===== src/rtl/alu_pkg.sv =====
// rtl/alu_pkg.sv - shared types, flag indices and saturation helpers for alu_multicycle
// Contents:
//   alu_op_e     4-bit opcode encoding (11..15 unused / illegal)
//   alu_state_e  execute FSM state (IDLE, MUL_RUN)
//   FLAG_Z/V/N   bit positions inside the {Z, V, N} flag register
//   sat_max/min  two's-complement saturation bounds for a w-bit signed value,
//                returned in the low w bits of a 64-bit word
package alu_pkg;

    typedef enum logic [3:0] {
        OP_ADD    = 4'd0,
        OP_SUB    = 4'd1,
        OP_XOR    = 4'd2,
        OP_RED    = 4'd3,
        OP_SLL    = 4'd4,
        OP_SRA    = 4'd5,
        OP_ROR    = 4'd6,
        OP_PADDSB = 4'd7,
        OP_LLB    = 4'd8,
        OP_LHB    = 4'd9,
        OP_MUL    = 4'd10
    } alu_op_e;

    typedef enum logic {
        ST_IDLE    = 1'b0,
        ST_MUL_RUN = 1'b1
    } alu_state_e;

    localparam int FLAG_Z = 2;
    localparam int FLAG_V = 1;
    localparam int FLAG_N = 0;

    function automatic logic [63:0] sat_max(input int w);
        return (64'd1 << (w - 1)) - 64'd1;
    endfunction

    function automatic logic [63:0] sat_min(input int w);
        return 64'd1 << (w - 1);
    endfunction

endpackage


===== src/rtl/alu_mul_iter.sv =====
// rtl/alu_mul_iter.sv - iterative signed multiplier (magnitude shift-add, sign fixed at the end)
// Ports:
//   clk, rst_n  clock, synchronous active-low reset (aborts a multiply in flight)
//   start_i     load operands; the first partial product is added on this same edge
//   a_i, b_i    signed WIDTH-bit operands, sampled only when start_i is high
//   done_o      one-cycle pulse, high in the cycle after the last of WIDTH iterations
//   prod_o      full 2*WIDTH-bit signed product, valid while done_o is high
module alu_mul_iter #(
    parameter int WIDTH = 16
) (
    input  logic                 clk,
    input  logic                 rst_n,
    input  logic                 start_i,
    input  logic [WIDTH-1:0]     a_i,
    input  logic [WIDTH-1:0]     b_i,
    output logic                 done_o,
    output logic [2*WIDTH-1:0]   prod_o
);

    localparam int CW = $clog2(WIDTH) + 1;

    logic [WIDTH-1:0]   a_mag;
    logic [WIDTH-1:0]   b_mag;
    logic [2*WIDTH-1:0] mcand_q;
    logic [WIDTH-1:0]   mplier_q;
    logic [2*WIDTH-1:0] acc_q;
    logic [CW-1:0]      cnt_q;
    logic               run_q;
    logic               neg_q;
    logic               done_q;

    // Magnitudes fit in WIDTH unsigned bits, including the most negative value.
    assign a_mag = a_i[WIDTH-1] ? -a_i : a_i;
    assign b_mag = b_i[WIDTH-1] ? -b_i : b_i;

    // Iteration 1 happens on the start edge so that WIDTH iterations finish
    // one edge before the owner writes its result register.
    always_ff @(posedge clk) begin
        if (!rst_n) begin
            mcand_q  <= '0;
            mplier_q <= '0;
            acc_q    <= '0;
            cnt_q    <= '0;
            run_q    <= 1'b0;
            neg_q    <= 1'b0;
            done_q   <= 1'b0;
        end else begin
            done_q <= 1'b0;
            if (start_i) begin
                acc_q    <= b_mag[0] ? {{WIDTH{1'b0}}, a_mag} : '0;
                mcand_q  <= {{(WIDTH-1){1'b0}}, a_mag, 1'b0};
                mplier_q <= {1'b0, b_mag[WIDTH-1:1]};
                cnt_q    <= CW'(1);
                run_q    <= 1'b1;
                neg_q    <= a_i[WIDTH-1] ^ b_i[WIDTH-1];
            end else if (run_q) begin
                acc_q    <= acc_q + (mplier_q[0] ? mcand_q : '0);
                mcand_q  <= mcand_q << 1;
                mplier_q <= mplier_q >> 1;
                cnt_q    <= cnt_q + 1'b1;
                if (cnt_q == CW'(WIDTH - 1)) begin
                    run_q  <= 1'b0;
                    done_q <= 1'b1;
                end
            end
        end
    end

    assign done_o = done_q;
    assign prod_o = neg_q ? -acc_q : acc_q;

endmodule


===== src/rtl/alu_multicycle.sv =====
// rtl/alu_multicycle.sv - EX-stage ALU with registered result, Z/V/N flag register and optional iterative MUL
// Configuration macro: ALU_MUL_EN (defined: MUL via alu_mul_iter; undefined: opcode 10 is illegal)
// Ports:
//   clk, rst_n          clock, synchronous active-low reset
//   in_valid, in_ready  operation handshake; accepted when both high at a rising edge
//   op                  opcode (alu_pkg::alu_op_e)
//   src1, src2          operands (src1 also immediate / shift amount, src2 also shift data)
//   out_valid           one-cycle pulse marking result/flags for the completed op
//   result              registered result
//   flags               flag register {Z, V, N}, always reflects the last completed op
//   busy                multiply in progress (inverse of in_ready)
module alu_multicycle
    import alu_pkg::*;
#(
    parameter int WIDTH = 16,
    parameter int LANE  = 4
) (
    input  logic             clk,
    input  logic             rst_n,
    input  logic             in_valid,
    output logic             in_ready,
    input  logic [3:0]       op,
    input  logic [WIDTH-1:0] src1,
    input  logic [WIDTH-1:0] src2,
    output logic             out_valid,
    output logic [WIDTH-1:0] result,
    output logic [2:0]       flags,
    output logic             busy
);

    localparam int SHW = $clog2(WIDTH);
    localparam int HW  = WIDTH / 2;

    localparam logic [63:0]      MAX_W = sat_max(WIDTH);
    localparam logic [63:0]      MIN_W = sat_min(WIDTH);
    localparam logic [63:0]      MAX_L = sat_max(LANE);
    localparam logic [63:0]      MIN_L = sat_min(LANE);
    localparam logic [WIDTH-1:0] SMAX  = MAX_W[WIDTH-1:0];
    localparam logic [WIDTH-1:0] SMIN  = MIN_W[WIDTH-1:0];
    localparam logic [LANE-1:0]  LMAX  = MAX_L[LANE-1:0];
    localparam logic [LANE-1:0]  LMIN  = MIN_L[LANE-1:0];

    alu_op_e    op_e;
    alu_state_e state_q, state_d;

    logic [WIDTH-1:0]   result_q, result_d;
    logic [2:0]         flags_q, flags_d;
    logic               out_valid_q, out_valid_d;

    logic               accept;
    logic               is_mul_op;
    logic               mul_done;
    logic [2*WIDTH-1:0] mul_prod;
    logic               mul_fits;
    logic [WIDTH-1:0]   mul_res;

    logic [SHW-1:0]     shamt;
    logic [WIDTH:0]     add_sum;
    logic [WIDTH:0]     sub_diff;
    logic [WIDTH-1:0]   red_sum;
    logic [WIDTH-1:0]   padd_res;
    logic [LANE:0]      lane_sum;
    logic [WIDTH-1:0]   alu_res;
    logic               alu_v;
    logic               upd_zvn;
    logic               upd_z;

    assign op_e   = alu_op_e'(op);
    assign shamt  = src1[SHW-1:0];
    assign accept = in_valid & in_ready;

`ifdef ALU_MUL_EN
    assign is_mul_op = (op_e == OP_MUL);
    assign in_ready  = (state_q == ST_IDLE);

    alu_mul_iter #(
        .WIDTH (WIDTH)
    ) u_mul (
        .clk     (clk),
        .rst_n   (rst_n),
        .start_i (accept & is_mul_op),
        .a_i     (src1),
        .b_i     (src2),
        .done_o  (mul_done),
        .prod_o  (mul_prod)
    );
`else
    assign is_mul_op = 1'b0;
    assign in_ready  = 1'b1;
    assign mul_done  = 1'b0;
    assign mul_prod  = '0;
`endif

    // The product fits in signed WIDTH when its top WIDTH+1 bits are all equal.
    assign mul_fits = (&mul_prod[2*WIDTH-1:WIDTH-1]) | ~(|mul_prod[2*WIDTH-1:WIDTH-1]);
    assign mul_res  = mul_fits ? mul_prod[WIDTH-1:0] : (mul_prod[2*WIDTH-1] ? SMIN : SMAX);

    // Single-cycle datapaths. Sums are one bit wider than the operands; a
    // disagreement between the top two bits is signed overflow.
    always_comb begin
        add_sum  = {src1[WIDTH-1], src1} + {src2[WIDTH-1], src2};
        sub_diff = {src1[WIDTH-1], src1} - {src2[WIDTH-1], src2};
        // Four signed halves need only HW+2 bits, so WIDTH-bit arithmetic is exact.
        red_sum  = {{HW{src1[WIDTH-1]}}, src1[WIDTH-1:HW]} + {{HW{src1[HW-1]}}, src1[HW-1:0]}
                 + {{HW{src2[WIDTH-1]}}, src2[WIDTH-1:HW]} + {{HW{src2[HW-1]}}, src2[HW-1:0]};

        padd_res = '0;
        lane_sum = '0;
        for (int i = 0; i < WIDTH / LANE; i++) begin
            lane_sum = {src1[i*LANE+LANE-1], src1[i*LANE +: LANE]}
                     + {src2[i*LANE+LANE-1], src2[i*LANE +: LANE]};
            if (lane_sum[LANE] != lane_sum[LANE-1]) begin
                padd_res[i*LANE +: LANE] = lane_sum[LANE] ? LMIN : LMAX;
            end else begin
                padd_res[i*LANE +: LANE] = lane_sum[LANE-1:0];
            end
        end

        alu_res = '0;
        alu_v   = 1'b0;
        upd_zvn = 1'b0;
        upd_z   = 1'b0;
        case (op_e)
            OP_ADD: begin
                alu_v   = add_sum[WIDTH] ^ add_sum[WIDTH-1];
                alu_res = alu_v ? (add_sum[WIDTH] ? SMIN : SMAX) : add_sum[WIDTH-1:0];
                upd_zvn = 1'b1;
            end
            OP_SUB: begin
                alu_v   = sub_diff[WIDTH] ^ sub_diff[WIDTH-1];
                alu_res = alu_v ? (sub_diff[WIDTH] ? SMIN : SMAX) : sub_diff[WIDTH-1:0];
                upd_zvn = 1'b1;
            end
            OP_XOR: begin
                alu_res = src1 ^ src2;
                upd_z   = 1'b1;
            end
            OP_RED:    alu_res = red_sum;
            OP_SLL: begin
                alu_res = src2 << shamt;
                upd_z   = 1'b1;
            end
            OP_SRA: begin
                alu_res = $signed(src2) >>> shamt;
                upd_z   = 1'b1;
            end
            OP_ROR: begin
                // A zero amount shifts the left term out entirely, leaving src2.
                alu_res = (src2 >> shamt) | (src2 << (WIDTH - int'(shamt)));
                upd_z   = 1'b1;
            end
            OP_PADDSB: alu_res = padd_res;
            OP_LLB:    alu_res = {src2[WIDTH-1:HW], src1[HW-1:0]};
            OP_LHB:    alu_res = {src1[HW-1:0], src2[HW-1:0]};
            default:   alu_res = '0;
        endcase
    end

    always_comb begin
        state_d     = state_q;
        result_d    = result_q;
        flags_d     = flags_q;
        out_valid_d = 1'b0;
        case (state_q)
            ST_IDLE: begin
                if (accept && is_mul_op) begin
                    state_d = ST_MUL_RUN;
                end else if (accept) begin
                    out_valid_d = 1'b1;
                    result_d    = alu_res;
                    if (upd_zvn) begin
                        flags_d[FLAG_Z] = (alu_res == '0);
                        flags_d[FLAG_V] = alu_v;
                        flags_d[FLAG_N] = alu_res[WIDTH-1];
                    end else if (upd_z) begin
                        flags_d[FLAG_Z] = (alu_res == '0);
                    end
                end
            end
            ST_MUL_RUN: begin
                if (mul_done) begin
                    state_d         = ST_IDLE;
                    out_valid_d     = 1'b1;
                    result_d        = mul_res;
                    flags_d[FLAG_Z] = (mul_res == '0);
                    flags_d[FLAG_V] = ~mul_fits;
                    flags_d[FLAG_N] = mul_res[WIDTH-1];
                end
            end
            default: state_d = ST_IDLE;
        endcase
    end

    always_ff @(posedge clk) begin
        if (!rst_n) begin
            state_q     <= ST_IDLE;
            result_q    <= '0;
            flags_q     <= 3'b000;
            out_valid_q <= 1'b0;
        end else begin
            state_q     <= state_d;
            result_q    <= result_d;
            flags_q     <= flags_d;
            out_valid_q <= out_valid_d;
        end
    end

    assign result    = result_q;
    assign flags     = flags_q;
    assign out_valid = out_valid_q;
    assign busy      = ~in_ready;

endmodule


===== config.mk =====
export PLATFORM = sky130hd
export DESIGN_NAME = alu_multicycle
export DESIGN_NICKNAME = d
export VERILOG_FILES = /design/src/rtl/alu_pkg.sv /design/src/rtl/alu_mul_iter.sv /design/src/rtl/alu_multicycle.sv
export SDC_FILE = /design/constraint.sdc
export NUM_CORES = 1
export LEC_CHECK = 0
export BUFFER_PORTS_ARGS = -buffer_cell sky130_fd_sc_hd__buf_4
export CAP_MARGIN = 40
export CORE_MARGIN = 4
export CORE_UTILIZATION = 39
export DETAILED_ROUTE_END_ITERATION = 16
export PLACE_DENSITY = 0.58
export SYNTH_ARGS = -nofsm -noshare
export SYNTH_HDL_FRONTEND = slang
export SYNTH_SLANG_ARGS = --single-unit

===== constraint.sdc =====
create_clock -name clk -period 7.9 [get_ports clk]
set_clock_uncertainty 0.05 [all_clocks]
set_input_delay 1.58 -clock clk [delete_from_list [all_inputs] [get_ports clk]]
set_output_delay 1.58 -clock clk [all_outputs]
set_load 0.01 [all_outputs]

==> flow_metrics.env <==
export IMPL_status="finished clean"
export IMPL_place_congestion=1.00
export IMPL_worstSetupStartpoint="src1[2]"
export IMPL_first_global_vias=7487
export IMPL_holdBufCountCts=0
export IMPL_r2r_start="result[15]"
export IMPL_drv_cap=0
export IMPL_routedWlPerCell_um=25.5
export IMPL_die_width_um=144
export IMPL_io_pins=61
export IMPL_powerDensity_mw_per_mm2=123
export IMPL_num_nets_final=1107
export IMPL_cp_arrival_ns=5.90
export IMPL_syn_to_final_growth_pct=7.66
export IMPL_p_leak_nw=3.12
export IMPL_worstHoldPathType="reg -> reg"
export IMPL_rsz0062_at_grt="no"
export IMPL_drt_pass1_iterations=6
export IMPL_cts_root_buf="clkbuf_16"
export IMPL_gr_usage_met2=0.445
export IMPL_cts_tree="yes"
export IMPL_rows=49
export IMPL_grt_max_degree=54
export IMPL_coreArea_mm2=0.0181
export IMPL_finish_utilization=0.430
export IMPL_viasPerCell=6.64
export IMPL_crit_path_max_fanout=46
export IMPL_synth_cells=1007
export IMPL_synthFlopType="dfxtp_1"
export IMPL_setup_viol=0
export IMPL_drive_gt1_frac=0.130
export IMPL_cts_buffer_depth=2
export IMPL_met3_usage=0.0437
export IMPL_ant_nets=0
export IMPL_die_h_um=144
export IMPL_worstMarginPinSlew_ns=0.854
export IMPL_cts_reportedPaths_clkPinSlew_ns=0.05
export IMPL_antenna_found_initial=0
export IMPL_use_met1=0.424
export IMPL_maxSlewHeadroom=0.414
export IMPL_synth_top_cell_by_area="ha_1"
export IMPL_setup_tns_ns=0
export IMPL_syn_cell_area_mm2=0.00725
export IMPL_yosys_warnings=0
export IMPL_timing_rr_end="result[15]"
export IMPL_start_util=0.400
export IMPL_die_area_mm2=0.0208
export IMPL_drt_wl_total_um=31400
export IMPL_final_cell_mix="nor2_1, nand2_1, a21oi_1"
export IMPL_synth_top_area_share=0.0742
export IMPL_synth_seq_cells=20
export IMPL_synth_edf_count=0
export IMPL_crit_required_ns=8.01
export IMPL_ys_top_cells_by_area="ha_1, fa_1, mux2i_1, a21oi_1, dfxtp_1"
export IMPL_ctsResizeCount=0
export IMPL_final_common_cell="nor2_1"
export IMPL_fin_crit_sh=0.733
export IMPL_irDropWorstVdd_mv=0.0721
export IMPL_yosys_cell_types_count=92
export IMPL_finalCriticalPeriod_ns=5.79
export IMPL_drc=0
export IMPL_fmax_ghz=0.173
export IMPL_critPathLaunchType="primary input"
export IMPL_pre_cts_ws_ns=1.91
export IMPL_vias=8168
export IMPL_clk_latency_ns=0.25
export IMPL_syn_avg_cell_area_um2=7.20
export IMPL_overflow=0
export IMPL_end_kind="register"
export IMPL_cts_htree_levels=1
export IMPL_finalHoldViolCount=0
export IMPL_cts_buffers=3
export IMPL_num_antenna_cells=0
export IMPL_critical_path_class="in -> reg"
export IMPL_portBuffers=58
export IMPL_grt_busiest_layer="met2"
export IMPL_ys_seq_area_frac=0.0552
export IMPL_hpwl_um=24700
export IMPL_drtIter0Drc=1131
export IMPL_r2r_slack_ns=7.16
export IMPL_cts_sinks=20
export IMPL_grt_use_total=0.294
export IMPL_setup_worst_path_end="flags[2]"
export IMPL_grt_pass1_wl_um=47100
export IMPL_worst_hold_slack_ns=0.430
export IMPL_synthArstFlopShare=0
export IMPL_timing_final_ws_setup_ns=2.11
export IMPL_p_total_mw=0.960
export IMPL_rr_worst_depth=2
export IMPL_syn_num_nets=1111
export IMPL_cts_setup_buffers=0
export IMPL_report_final_slew_viol_count=0
-- layout make-up --
class | instances | area [µm²]
fillers | 1915 | 10300
repair buffers | 72 | 538
flip-flops and latches | 20 | 400
multi-input cells | 842 | 6260
clock buffers | 4 | 88.8
inverters | 64 | 240
well taps | 229 | 287
-- worst min-delay path by stage --
stage,from,cells after the start,end,slack [ns]
6_report,flags[2],2,flags[2],0.43
2_1_floorplan,flags[2],2,flags[2],0.44
5_1_grt,result[1],2,result[1],0.46
3_5_place_dp,flags[2],2,flags[2],0.42
4_1_cts,flags[2],2,flags[2],0.43
3_3_place_gp,result[3],2,result[3],0.43
-- power breakdown --
part / internal, mW / total [mW] / switching [mW]
sequential: 0.109 / 0.113 / 0.00419
combinational: 0.275 / 0.736 / 0.462
clock: 0.0770 / 0.111 / 0.0338
total: 0.461 / 0.960 / 0.500
-- synth_stat cells (14+ instances only) --
cell type / instances
a211oi_1: 40
a21oi_1: 83
buf_2: 16
clkbuf_1: 47
dfxtp_1: 20
fa_1: 22
ha_1: 43
inv_1: 60
mux2i_1: 42
mux4_2: 17
nand2_1: 89
nand2b_1: 16
nand3_1: 23
nor2_1: 96
nor3_1: 23
o211ai_1: 14
o21ai_0: 54
xnor2_1: 31
-- sequential cells by signal, summed over array words and instances (netlist names) --
name and cells:
flags 3, result 16, out_valid 1
-- metrics by stage --
step / cell area [µm²] / std cells
floorplan: 7250 / 1007
global placement: 7710 / 1225
detailed placement: 7720 / 1227
CTS: 7810 / 1231
global route: 7810 / 1231
finish: 7810 / 1231
-- worst max-delay path: stages --
cell and delay (ns):
buf_4 0.41, inv_1 0.15, fa_1 0.60, fa_1 0.46, fa_1 0.47, nand2b_1 0.19, a21oi_1 0.16, xnor2_1 0.17
o221a_2 0.24, o211ai_1 0.14, a311oi_1 0.35, o221ai_1 0.23, a2111oi_2 0.32, nand4_1 0.14, o31ai_1 0.24
-- kinds of logic (layout without fill, tap and decap cells) --
family | count (synthesis) | count (layout) | synth area share
AND/OR/NAND/NOR | 332 | 332 | 0.225
buffers and inverters | 145 | 140 | 0.0824
flip-flops | 20 | 20 | 0.0552
XOR/XNOR | 39 | 39 | 0.0481
AO/OA/AOI/OAI | 327 | 327 | 0.315
multiplexers | 74 | 74 | 0.134
adder cells (fa/ha/maj) | 68 | 68 | 0.139
other | 2 | 2 | 0.00104
-- per-layer routing --
metal / vias to the layer above / wire length (µm)
met2: 498 / 13500
met3: 80 / 3020
met1: 3829 / 13500
met5: - / 0
li1: 3761 / -
met4: 0 / 1400
(Power assumes the default switching activity.)
